## config.mk

```make
export PLATFORM = sky130hd
export DESIGN_NAME = vga_timing_gen
export DESIGN_NICKNAME = d
export VERILOG_FILES = /design/src/rtl/vga_timing_gen.sv
export SDC_FILE = /design/constraint.sdc
export NUM_CORES = 1
export LEC_CHECK = 0
export BUFFER_PORTS_ARGS = -buffer_cell sky130_fd_sc_hd__clkbuf_2
export CAP_MARGIN = 20
export CORE_UTILIZATION = 57
export DETAILED_ROUTE_END_ITERATION = 8
export PLACE_DENSITY_LB_ADDON = 0.08
export SKIP_LAST_GASP = 1
export SLEW_MARGIN = 5
export SYNTH_ARGS = -nofsm -noshare
export SYNTH_HDL_FRONTEND = slang
export SYNTH_SLANG_ARGS = --single-unit
```

## constraint.sdc

```tcl
create_clock -name clk -period 5.8 [get_ports clk]
set_input_delay 1.16 -clock clk [delete_from_list [all_inputs] [get_ports clk]]
set_output_delay 1.16 -clock clk [all_outputs]
set_load 0.02 [all_outputs]
```

## src/rtl/vga_timing_gen.sv

```systemverilog
// vga_timing_gen: parametrised VGA timing and test-pattern/pixel generator.
//   clk, reset         : clock and synchronous active-high reset
//   pix_en             : pixel-clock enable; counters and outputs advance only when high
//   mode               : 0 black, 1 colour bars, 2 checkerboard, 3 external pixel
//   ext_r/ext_g/ext_b  : external pixel for the current (pix_x, pix_y)
//   pix_x, pix_y       : current horizontal/vertical counters (zero latency)
//   r/g/b, hs, vs, de  : registered colour, syncs and data enable (one enabled-pixel latency)
//   frame_start        : one-clk pulse aligned with the first visible pixel of a frame
module vga_timing_gen #(
  parameter int unsigned H_ACTIVE   = 640,
  parameter int unsigned H_FP       = 16,
  parameter int unsigned H_SYNC     = 96,
  parameter int unsigned H_BP       = 48,
  parameter int unsigned V_ACTIVE   = 480,
  parameter int unsigned V_FP       = 10,
  parameter int unsigned V_SYNC     = 2,
  parameter int unsigned V_BP       = 33,
  parameter bit          HS_POL     = 1'b0,
  parameter bit          VS_POL     = 1'b0,
  parameter int unsigned COLOR_W    = 4,
  parameter int unsigned CHECK_LOG2 = 5,
  localparam int unsigned H_TOTAL   = H_ACTIVE + H_FP + H_SYNC + H_BP,
  localparam int unsigned V_TOTAL   = V_ACTIVE + V_FP + V_SYNC + V_BP,
  localparam int unsigned HW        = $clog2(H_TOTAL),
  localparam int unsigned VW        = $clog2(V_TOTAL)
) (
  input  logic               clk,
  input  logic               reset,
  input  logic               pix_en,
  input  logic [1:0]         mode,
  input  logic [COLOR_W-1:0] ext_r,
  input  logic [COLOR_W-1:0] ext_g,
  input  logic [COLOR_W-1:0] ext_b,
  output logic [HW-1:0]      pix_x,
  output logic [VW-1:0]      pix_y,
  output logic [COLOR_W-1:0] r,
  output logic [COLOR_W-1:0] g,
  output logic [COLOR_W-1:0] b,
  output logic               hs,
  output logic               vs,
  output logic               de,
  output logic               frame_start
);

  localparam logic [1:0] ModeBlack = 2'd0;
  localparam logic [1:0] ModeBars  = 2'd1;
  localparam logic [1:0] ModeCheck = 2'd2;
  localparam logic [1:0] ModeExt   = 2'd3;

  localparam logic [HW-1:0] HLast     = HW'(H_TOTAL - 1);
  localparam logic [HW-1:0] HActEnd   = HW'(H_ACTIVE);
  localparam logic [HW-1:0] HSyncBeg  = HW'(H_ACTIVE + H_FP);
  localparam logic [HW-1:0] HSyncEnd  = HW'(H_ACTIVE + H_FP + H_SYNC);
  localparam logic [HW-1:0] BarW      = HW'(H_ACTIVE / 8);
  localparam logic [VW-1:0] VLast     = VW'(V_TOTAL - 1);
  localparam logic [VW-1:0] VActEnd   = VW'(V_ACTIVE);
  localparam logic [VW-1:0] VSyncBeg  = VW'(V_ACTIVE + V_FP);
  localparam logic [VW-1:0] VSyncEnd  = VW'(V_ACTIVE + V_FP + V_SYNC);
  localparam logic [COLOR_W-1:0] Full = {COLOR_W{1'b1}};

  logic [HW-1:0]      h_q, h_d;
  logic [VW-1:0]      v_q, v_d;
  logic [1:0]         mode_q, mode_d;
  logic [COLOR_W-1:0] r_q, r_d, g_q, g_d, b_q, b_d;
  logic               hs_q, hs_d, vs_q, vs_d, de_q, de_d, fs_q, fs_d;

  logic       frame_first, active, in_hsync, in_vsync, chk_bit;
  logic [1:0] mode_eff;
  logic [2:0] bar_idx;

  always_comb begin
    frame_first = (h_q == '0) && (v_q == '0);
    active      = (h_q < HActEnd) && (v_q < VActEnd);
    in_hsync    = (h_q >= HSyncBeg) && (h_q < HSyncEnd);
    in_vsync    = (v_q >= VSyncBeg) && (v_q < VSyncEnd);
    // The pixel at (0,0) already uses the mode being latched this cycle.
    mode_eff    = frame_first ? mode : mode_q;
    bar_idx     = 3'(h_q / BarW);
    chk_bit     = |((h_q >> CHECK_LOG2) & HW'(1)) ^ |((v_q >> CHECK_LOG2) & VW'(1));

    h_d    = h_q;
    v_d    = v_q;
    mode_d = mode_q;
    r_d    = r_q;
    g_d    = g_q;
    b_d    = b_q;
    hs_d   = hs_q;
    vs_d   = vs_q;
    de_d   = de_q;
    fs_d   = 1'b0;  // pulse lasts a single clk even when pix_en stays low

    if (pix_en) begin
      h_d = (h_q == HLast) ? '0 : h_q + 1'b1;
      if (h_q == HLast) begin
        v_d = (v_q == VLast) ? '0 : v_q + 1'b1;
      end
      if (frame_first) begin
        mode_d = mode;
      end
      hs_d = in_hsync ? HS_POL : ~HS_POL;
      vs_d = in_vsync ? VS_POL : ~VS_POL;
      de_d = active;
      fs_d = frame_first;
      r_d  = '0;
      g_d  = '0;
      b_d  = '0;
      if (active) begin
        unique case (mode_eff)
          ModeBlack: ;
          ModeBars: begin
            r_d = bar_idx[1] ? '0 : Full;
            g_d = bar_idx[2] ? '0 : Full;
            b_d = bar_idx[0] ? '0 : Full;
          end
          ModeCheck: begin
            r_d = chk_bit ? '0 : Full;
            g_d = chk_bit ? '0 : Full;
            b_d = chk_bit ? '0 : Full;
          end
          ModeExt: begin
            r_d = ext_r;
            g_d = ext_g;
            b_d = ext_b;
          end
          default: ;
        endcase
      end
    end
  end

  always_ff @(posedge clk) begin
    if (reset) begin
      h_q    <= '0;
      v_q    <= '0;
      mode_q <= ModeBlack;
      r_q    <= '0;
      g_q    <= '0;
      b_q    <= '0;
      hs_q   <= ~HS_POL;
      vs_q   <= ~VS_POL;
      de_q   <= 1'b0;
      fs_q   <= 1'b0;
    end else begin
      h_q    <= h_d;
      v_q    <= v_d;
      mode_q <= mode_d;
      r_q    <= r_d;
      g_q    <= g_d;
      b_q    <= b_d;
      hs_q   <= hs_d;
      vs_q   <= vs_d;
      de_q   <= de_d;
      fs_q   <= fs_d;
    end
  end

  assign pix_x       = h_q;
  assign pix_y       = v_q;
  assign r           = r_q;
  assign g           = g_q;
  assign b           = b_q;
  assign hs          = hs_q;
  assign vs          = vs_q;
  assign de          = de_q;
  assign frame_start = fs_q;

endmodule
```

==> results of run 1 <==
-- layer usage --
metal	up-vias	GRT usage [%]	part of all wire, %	routed length [um]
li1	983	-	-	-
met1	911	33.1	47	2230
met2	61	41.3	47	2210
met3	8	5.47	4.8	227
met4	0	10.5	1.4	65
met5	-	0	0	0
-- final cells by class --
cell class / count / area (um^2)
Clock buffer: 8 / 110
Sequential cell: 38 / 761
Inverter: 7 / 26.3
Multi-Input combinational cell: 187 / 1260
Fill cell: 305 / 965
Timing Repair Buffer: 52 / 260
Tap cell: 46 / 57.6
-- Yosys cell counts (all sizes together) --
| master | number |
|---|---|
| a32oi | 4 |
| a222oi | 1 |
| o32ai | 1 |
| nor2b | 4 |
| nand3b | 3 |
| xnor2 | 6 |
| and4 | 1 |
| mux2i | 3 |
| nand2 | 26 |
| o221ai | 1 |
| o31ai | 2 |
| a21boi | 8 |
| ha | 4 |
| and3b | 1 |
| a21oi | 11 |
| a41oi | 1 |
| nor2 | 28 |
| or3 | 2 |
| or4b | 1 |
| or3b | 2 |
| a221oi | 8 |
| a31oi | 3 |
| clkbuf | 6 |
| dfxtp | 38 |
| nor4b | 4 |
| or2 | 1 |
| nand4 | 9 |
| a32o | 1 |
| nand3 | 5 |
| and3 | 2 |
| nor3 | 3 |
| o21ai | 12 |
| inv | 7 |
| xor2 | 9 |
| nand4b | 2 |
| nand2b | 13 |
| o21a | 1 |
| nor4 | 4 |
| buf | 6 |
-- registers in the layout, summed over array words and instances, names as in the netlist, 2 cells and up --
| name | cells |
|---|---|
| pix_x | 10 |
| pix_y | 10 |
| b | 4 |
| g | 4 |
| r | 4 |
| mode_q | 2 |
-- per-stage QoR --
step,hold slack [ps],power [W]
2_1_floorplan,525,0.000347
3_3_place_gp,448,0.000370
3_5_place_dp,457,0.000371
4_1_cts,475,0.000580
5_1_grt,495,0.000603
6_report,471,0.000576
-- logic make-up (layout without fill, tap and decap cells) --
kind of cell | after synthesis | after routing | share of synthesized area [%]
and+or+nand+nor | 111 | 111 | 30.0
buffers and inverters | 19 | 67 | 4.26
xor gates and xnor gates | 15 | 15 | 6.22
AOI/OAI and AO/OA | 54 | 54 | 19.8
adders and majority gates | 4 | 4 | 2.37
muxes | 3 | 3 | 1.42
DFF | 38 | 38 | 36.0
-- path summary, 6_finish.rpt --
kind                             end     start
worst max-delay path            r[2]    pix_en
worst min register to register    de        de
worst min-delay path              de        de
worst max register to register  r[2]  pix_x[0]
-- worst max-delay path, delay by kind of cell --
kind            cells  cell delay [ps]
simple gates        2             1180
buf+inv             2              450
compound gates      1              320
-- report_power, final --
group	total [W]	leakage [nW]	internal (W)	switching [W]
sequential	0.000279	0.308	0.000271	0.00000754
clock	0.000210	0.0575	0.000120	0.0000899
combinational	0.0000871	0.673	0.0000329	0.0000542
==> results.cfg, run 1 <==
[logic_synthesis]
yosysUniqueCellTypes = 48
synth_seq_area_share_pct = 36.0
ys_ff_latch = 38
netlist_area_um2 = 2110
synth_cells = 244
ys_warn_count = 0
synth_area_leaders = dfxtp_1 (36%), a221oi_2 (5.7%), nor2_1 (5.0%), nand2_1 (4.6%), nand2b_1 (3.8%)
synth_top_area_share_pct = 36.0
post_synth.cell_area_avg_um2 = 8.66
synth_top_cell_by_area = dfxtp_1
postSynthNetCount = 265

[setup_path]
cpPeakStageDelay_ps = 600
path_cells = clkbuf_2 > inv_2 > or4b_1 > or3b_1 > a221oi_2
worstPathMaxFanout = 16
crit_type = in -> reg
critPathSlowestCell = or4b_1
arrival_ps = 3110
critical_path_required_ps = 6010
end_kind = register
critPathLaunchType = input port
rrSetupSlack_ps = 3410
reg2reg_depth = 8

[clock_tree]
htree_levels = 2
clock-sinks = 38
clkTransAtPathRegs_ps = 70
root_buffer = clkbuf_8
cts_buffer_depth = 2
post_cts_resized = 0
post-cts-setup-buffers = 0
ctsHoldBuffers = 0
numCtsBuffers = 5
cts_tree = done
clock_latency_ps = 290

[drt]
finalWirelength_um = 4730
antenna_left = 0
avgViaCountPerCell = 5.81
wl_per_cell_um = 14.0
drtIter0Drc = 92
firstDrtPassIters = 4
vias = 1963
drcViolationCount = 0

[placement]
dp_hpwl_um = 3340
placed_cell_area_um2 = 2370
port_buffers = 52
pre_cts_slack_ps = 2590
gp_congestion = 0.964
dp.cells = 330

[finish]
design_area_um2 = 2480
fin_nets = 312
post-route-util_pct = 72.0
stdcell_count = 338
drive_gt1_share_pct = 26.0
layout_common_cells = clkbuf_2 (52), dfxtp_1 (38), nor2_1 (28)
antenna-diode-count = 0
final_common_cell = clkbuf_2
syn_to_final_growth_pct = 17.2

[timing]
finalSetupTns_ps = 0
fmax_mhz = 345
rsz0062_at_grt = false
finalHoldViolCount = 0
worstMarginPinSlew_ps = 868
fin_ws_ps = 2900
slew_headroom_pct = 41.7
finalCritPeriodShare_pct = 50.0
setup_viol = 0
maxSlewViolCount = 0
period_needed_ps = 2900
finalClockSkew_ps = 2.32

[grt]
antenna_found_initial = 0
grt_max_degree = 25
grtUsageTotal_pct = 25.7
grt_pass1_wl_um = 8050
grt_overflow_total = 0
grt_pass1_vias = 1777

[worst_hold_path]
holdPathStages = 2
hp-class = reg -> reg

[floorplan]
rows = 21
initial_core_util_pct = 61.4
die_w_um = 62.9
coreArea_um2 = 3440
die_y_um = 62.9
ios = 53
die_area_um2 = 3960

[power]
cellLeakagePower_nw = 1.04
p_per_area_nw_per_um2 = 233
vdd_ir_drop_max_v = 0.000152

[run_status]
status = complete, no violations

[job]
maxCapViolCount = 0
(Power assumes the default switching activity.)
==> run 2: changes to the inputs <==
- CORE_UTILIZATION: 57 -> 53
- clock period: 5.8 -> 2.75 ns (I/O delays scaled with it)
==> run 2 against run 1 <==
Net effect:
- flip-flop and latch count is the same
- critical endpoint is now b[3]
- worst setup slack lost 2600 ps
- combinational power grew 110%
- register-to-register slack lost 3100 ps
- highest routed layer unchanged
- die area grew 7.3%
- largest cell class unchanged
- global-route usage shrank 2.0 points
- non-clock buffer count grew 3
==> results.cfg, run 2 (synthesis results as in run 1) <==
[run_status]
status = complete, no violations

[setup_path]
rrSetupSlack_ps = 330
reg2reg_depth = 8
reg2reg_from = pix_x[0]
critPathLaunchType = register
critPathLaunch = pix_x[0]
crit_type = reg -> reg
rr_endpoint = b[3]
critical_path_required_ps = 2950
end_kind = register
arrival_ps = 2610
worstPathMaxFanout = 12

[grt]
grt_overflow_total = 0
grt_max_degree = 16
antenna_found_initial = 0
grtUsageTotal_pct = 23.6
grt_pass1_wl_um = 7710
grt_pass1_vias = 1621

[drt]
firstDrtPassIters = 7
drtIter0Drc = 86
wl_per_cell_um = 13.2
antenna_left = 0
avgViaCountPerCell = 5.59
drcViolationCount = 0
finalWirelength_um = 4540
vias = 1918

[placement]
dp.cells = 335
port_buffers = 52
gp_congestion = 0.945
placed_cell_area_um2 = 2390
dp_hpwl_um = 3380

[clock_tree]
clkTransAtPathRegs_ps = 70
htree_levels = 2
cts_tree = done
numCtsBuffers = 5
post-cts-setup-buffers = 0
post_cts_resized = 0
root_buffer = clkbuf_8
ctsHoldBuffers = 0
clock-sinks = 38
cts_buffer_depth = 2
clock_latency_ps = 280

[power]
cellLeakagePower_nw = 1.04
power_w = 0.00116
p_per_area_nw_per_um2 = 466
vdd_ir_drop_max_v = 0.000356

[timing]
finalCritPeriodShare_pct = 88.0
slew_headroom_pct = 43.4
maxSlewViolCount = 0
finalHoldViolCount = 0
fmax_mhz = 413
period_needed_ps = 2420
finalClockSkew_ps = 8.52
worstMarginPinSlew_ps = 843
rsz0062_at_grt = false
finalSetupTns_ps = 0
setup_viol = 0

[finish]
design_area_um2 = 2480
layout_common_cells = clkbuf_2 (52), dfxtp_1 (38), nor2_1 (28)
stdcell_count = 343
syn_to_final_growth_pct = 17.5
final_common_cell = clkbuf_2
drive_gt1_share_pct = 26.4
final.fill_count = 336
fin_nets = 315
antenna-diode-count = 0

[floorplan]
die_w_um = 65.1
die_y_um = 65.1
initial_core_util_pct = 56.5
coreArea_um2 = 3740
rows = 22
ios = 53
die_area_um2 = 4240

[worst_hold_path]
holdCritStartpoint = g[1]
hold_path_end = g[1]
holdPathStages = 2
hp-class = reg -> reg

[job]
maxCapViolCount = 0
-- run 2: how the worst max path moves through the flow --
stage               slack (ps)  cells past startpoint  endpoint
global route               100                      8      b[3]
CTS                        290                      8      b[3]
global placement           380                      5      r[2]
floorplan                  610                      6  pix_y[5]
finish                     330                      8      b[3]
detailed placement         310                      8      b[3]
-- run 2: critical path, stage by stage, from the launching register on --
cell and delay [ps]:
dfxtp_1 430, inv_1 80, ha_1 190, nor4b_2 170
nand4_1 200, nor2_1 100, o21ai_1 680, a21boi_1 200
a221oi_2 270
-- run 2: final cells by class --
class / instances / area, um^2 / area share [%]
Clock buffer: 7 / 86.3 / 3.48
Clock inverter: 1 / 5.00 / 0.202
Inverter: 7 / 26.3 / 1.06
Multi-Input combinational cell: 187 / 1260 / 50.8
Sequential cell: 38 / 761 / 30.6
Tap cell: 48 / 60.1 / 2.42
Timing Repair Buffer: 55 / 283 / 11.4
-- run 2: power breakdown --
part           leakage [nW]  internal (W)  switching [W]
combinational         0.688     0.0000721       0.000113
sequential            0.308      0.000573      0.0000150
clock                0.0482      0.000202       0.000182
-- run 2: through the flow --
step	worst slack [ps]	hold WS, ps	utilization [%]
floorplan	612	525	-
global placement	385	449	63.9
detailed placement	308	460	63.9
CTS	291	478	66.3
global route	97.4	513	66.3
finish	330	472	66.3
-- run 2: per-layer routing --
layer	up-vias	share of wire [%]	GRT usage, %	wire length [um]
li1	983	-	-	-
met1	869	49	32.4	2240
met2	62	45	37.6	2040
met3	4	5.0	3.82	227
met4	0	0.86	8.15	39
met5	-	0	0	0
==> run 3: changes to the inputs <==
- CAP_MARGIN: 20 -> 10
- clock period: 2.75 -> 2.58 ns (I/O delays scaled with it)
==> run 3 against run 2 <==
Net effect:
- hold slack worse by 7.9 ps
- core utilization is 1.2 points higher
- via count is 3.0% higher
- routed wire length is 4.5% higher
- clock-buffer cell count is 2 lower
- design area is 1.8% higher
- flip-flop and latch count stayed put
- critical path type unchanged
- sequential power is 6.6% higher
- global-route usage is 1.2 points higher
- highest routed layer unchanged
- non-clock buffer count is 3 higher
==> results.cfg, run 3 (synthesis results as in run 1) <==
[run_status]
status = complete, no violations

[grt]
grt_max_degree = 15
grt_pass1_vias = 1799
grtUsageTotal_pct = 24.8
grt_overflow_total = 0
antenna_found_initial = 0
grt_pass1_wl_um = 8230

[clock_tree]
root_buffer = clkbuf_8
htree_levels = 2
cts_buffer_depth = 2
clock-sinks = 38
numCtsBuffers = 5
cts_tree = done
clkTransAtPathRegs_ps = 80
post-cts-setup-buffers = 0
clock_latency_ps = 290

[power]
cellLeakagePower_nw = 1.07
power_frac_clock_pct = 37.5
vdd_ir_drop_max_v = 0.000371
internal_power_w = 0.000975
p_sw_w = 0.000357
p_per_area_nw_per_um2 = 527
p_comb_share_pct = 15.4
switching_share_pct = 26.8
p_seq_share_pct = 47.1

[setup_path]
critPathSlowestCell = or3b_1
cpPeakStageDelay_ps = 560
worstPathMaxFanout = 8
arrival_ps = 2530
path_cells = inv_1 > ha_1 > nor4b_2 > nand4_1 > o21ai_1 > or3b_1 > a221oi_2
critPathLaunchType = register
path_buf_inv = 1
cp_top_family = simple AND/OR/NAND/NOR gates
critical_path_required_ps = 2790
end_kind = register
crit_type = reg -> reg

[floorplan]
die_w_um = 65.1
ios = 53
coreArea_um2 = 3740
rows = 22
die_y_um = 65.1
initial_core_util_pct = 56.5
die_area_um2 = 4240

[finish]
fin_nets = 318
design_area_um2 = 2530
antenna-diode-count = 0
drive_gt1_share_pct = 27.9
final_common_cell = clkbuf_2
syn_to_final_growth_pct = 19.6
layout_common_cells = clkbuf_2 (52), dfxtp_1 (38), nor2_1 (28)

[placement]
placed_cell_area_um2 = 2410
dp_hpwl_um = 3530
port_buffers = 52
gp_congestion = 0.931

[drt]
wl_per_cell_um = 13.7
antenna_left = 0
avgViaCountPerCell = 5.71
vias = 1976
finalWirelength_um = 4750
drtIter0Drc = 94
drcViolationCount = 0
firstDrtPassIters = 4

[timing]
finalClockSkew_ps = 7.92
setup_viol = 0
slew_headroom_pct = 62.4
fmax_mhz = 430
worstMarginPinSlew_ps = 565
maxSlewViolCount = 0
period_needed_ps = 2320
finalCritPeriodShare_pct = 90.1
rsz0062_at_grt = false
finalHoldViolCount = 0
finalSetupTns_ps = 0

[job]
maxCapViolCount = 0

[worst_hold_path]
hp-class = in -> reg
## run 3: final timing paths
check / start / endpoint / slack (ps) / cells past startpoint
setup reg to reg: pix_x[0] / r[2] / 260 / 7
hold / removal: ext_g[0] / g[0] / 460 / 3
setup / recovery: pix_x[0] / r[2] / 260 / 7
hold reg to reg: g[0] / g[0] / 490 / 2
## run 3: final cells by class
cell class,count,area (um^2)
Multi-Input combinational cell,187,1270
Clock inverter,3,40.0
Fill cell,339,1220
Clock buffer,5,68.8
Sequential cell,38,761
Inverter,7,26.3
Timing Repair Buffer,58,305
Tap cell,48,60.1
## run 3: worst reg2reg max path: cells and delay by family (launching register included)
| kind | cells | cell delay [ps] |
|---|---|---|
| AOI/OAI and AO/OA | 2 | 530 |
| and+or+nand+nor | 3 | 1120 |
| DFF | 1 | 370 |
| buffers and inverters | 1 | 90 |
| adders and majority gates | 1 | 130 |
## run 3: routing by layer
metal,global-route usage [%],wire length [um],up-vias
li1,-,-,992
met1,32.9,2260,911
met2,40.4,2170,64
met3,3.47,233,9
met4,10.6,88,0
met5,0,0,-
## run 3: power groups by stage
| stage | registers, W | clock network [W] | logic, W |
|---|---|---|---|
| floorplan | 0.000665 | 0 | 0.000116 |
| global placement | 0.000639 | 0 | 0.000201 |
| detailed placement | 0.000640 | 0 | 0.000204 |
| CTS | 0.000627 | 0.000510 | 0.000205 |
| global route | 0.000630 | 0.000528 | 0.000224 |
| finish | 0.000627 | 0.000500 | 0.000205 |
## run 3: repair_timing
action,CTS,global route
hold buffers,0,0
setup endpoints to repair,0,5
gates resized for setup,0,1
## run 3: through the flow
stage / setup slack [ps] / hold WS (ps) / power, W / util, % / cells
floorplan: 442 / 525 / 0.000781 / - / 244
global placement: 260 / 449 / 0.000841 / 64.5 / 338
detailed placement: 163 / 467 / 0.000845 / 64.5 / 338
CTS: 140 / 461 / 0.00134 / 67.4 / 346
global route: 133 / 469 / 0.00138 / 67.5 / 346
finish: 256 / 464 / 0.00133 / 67.5 / 346
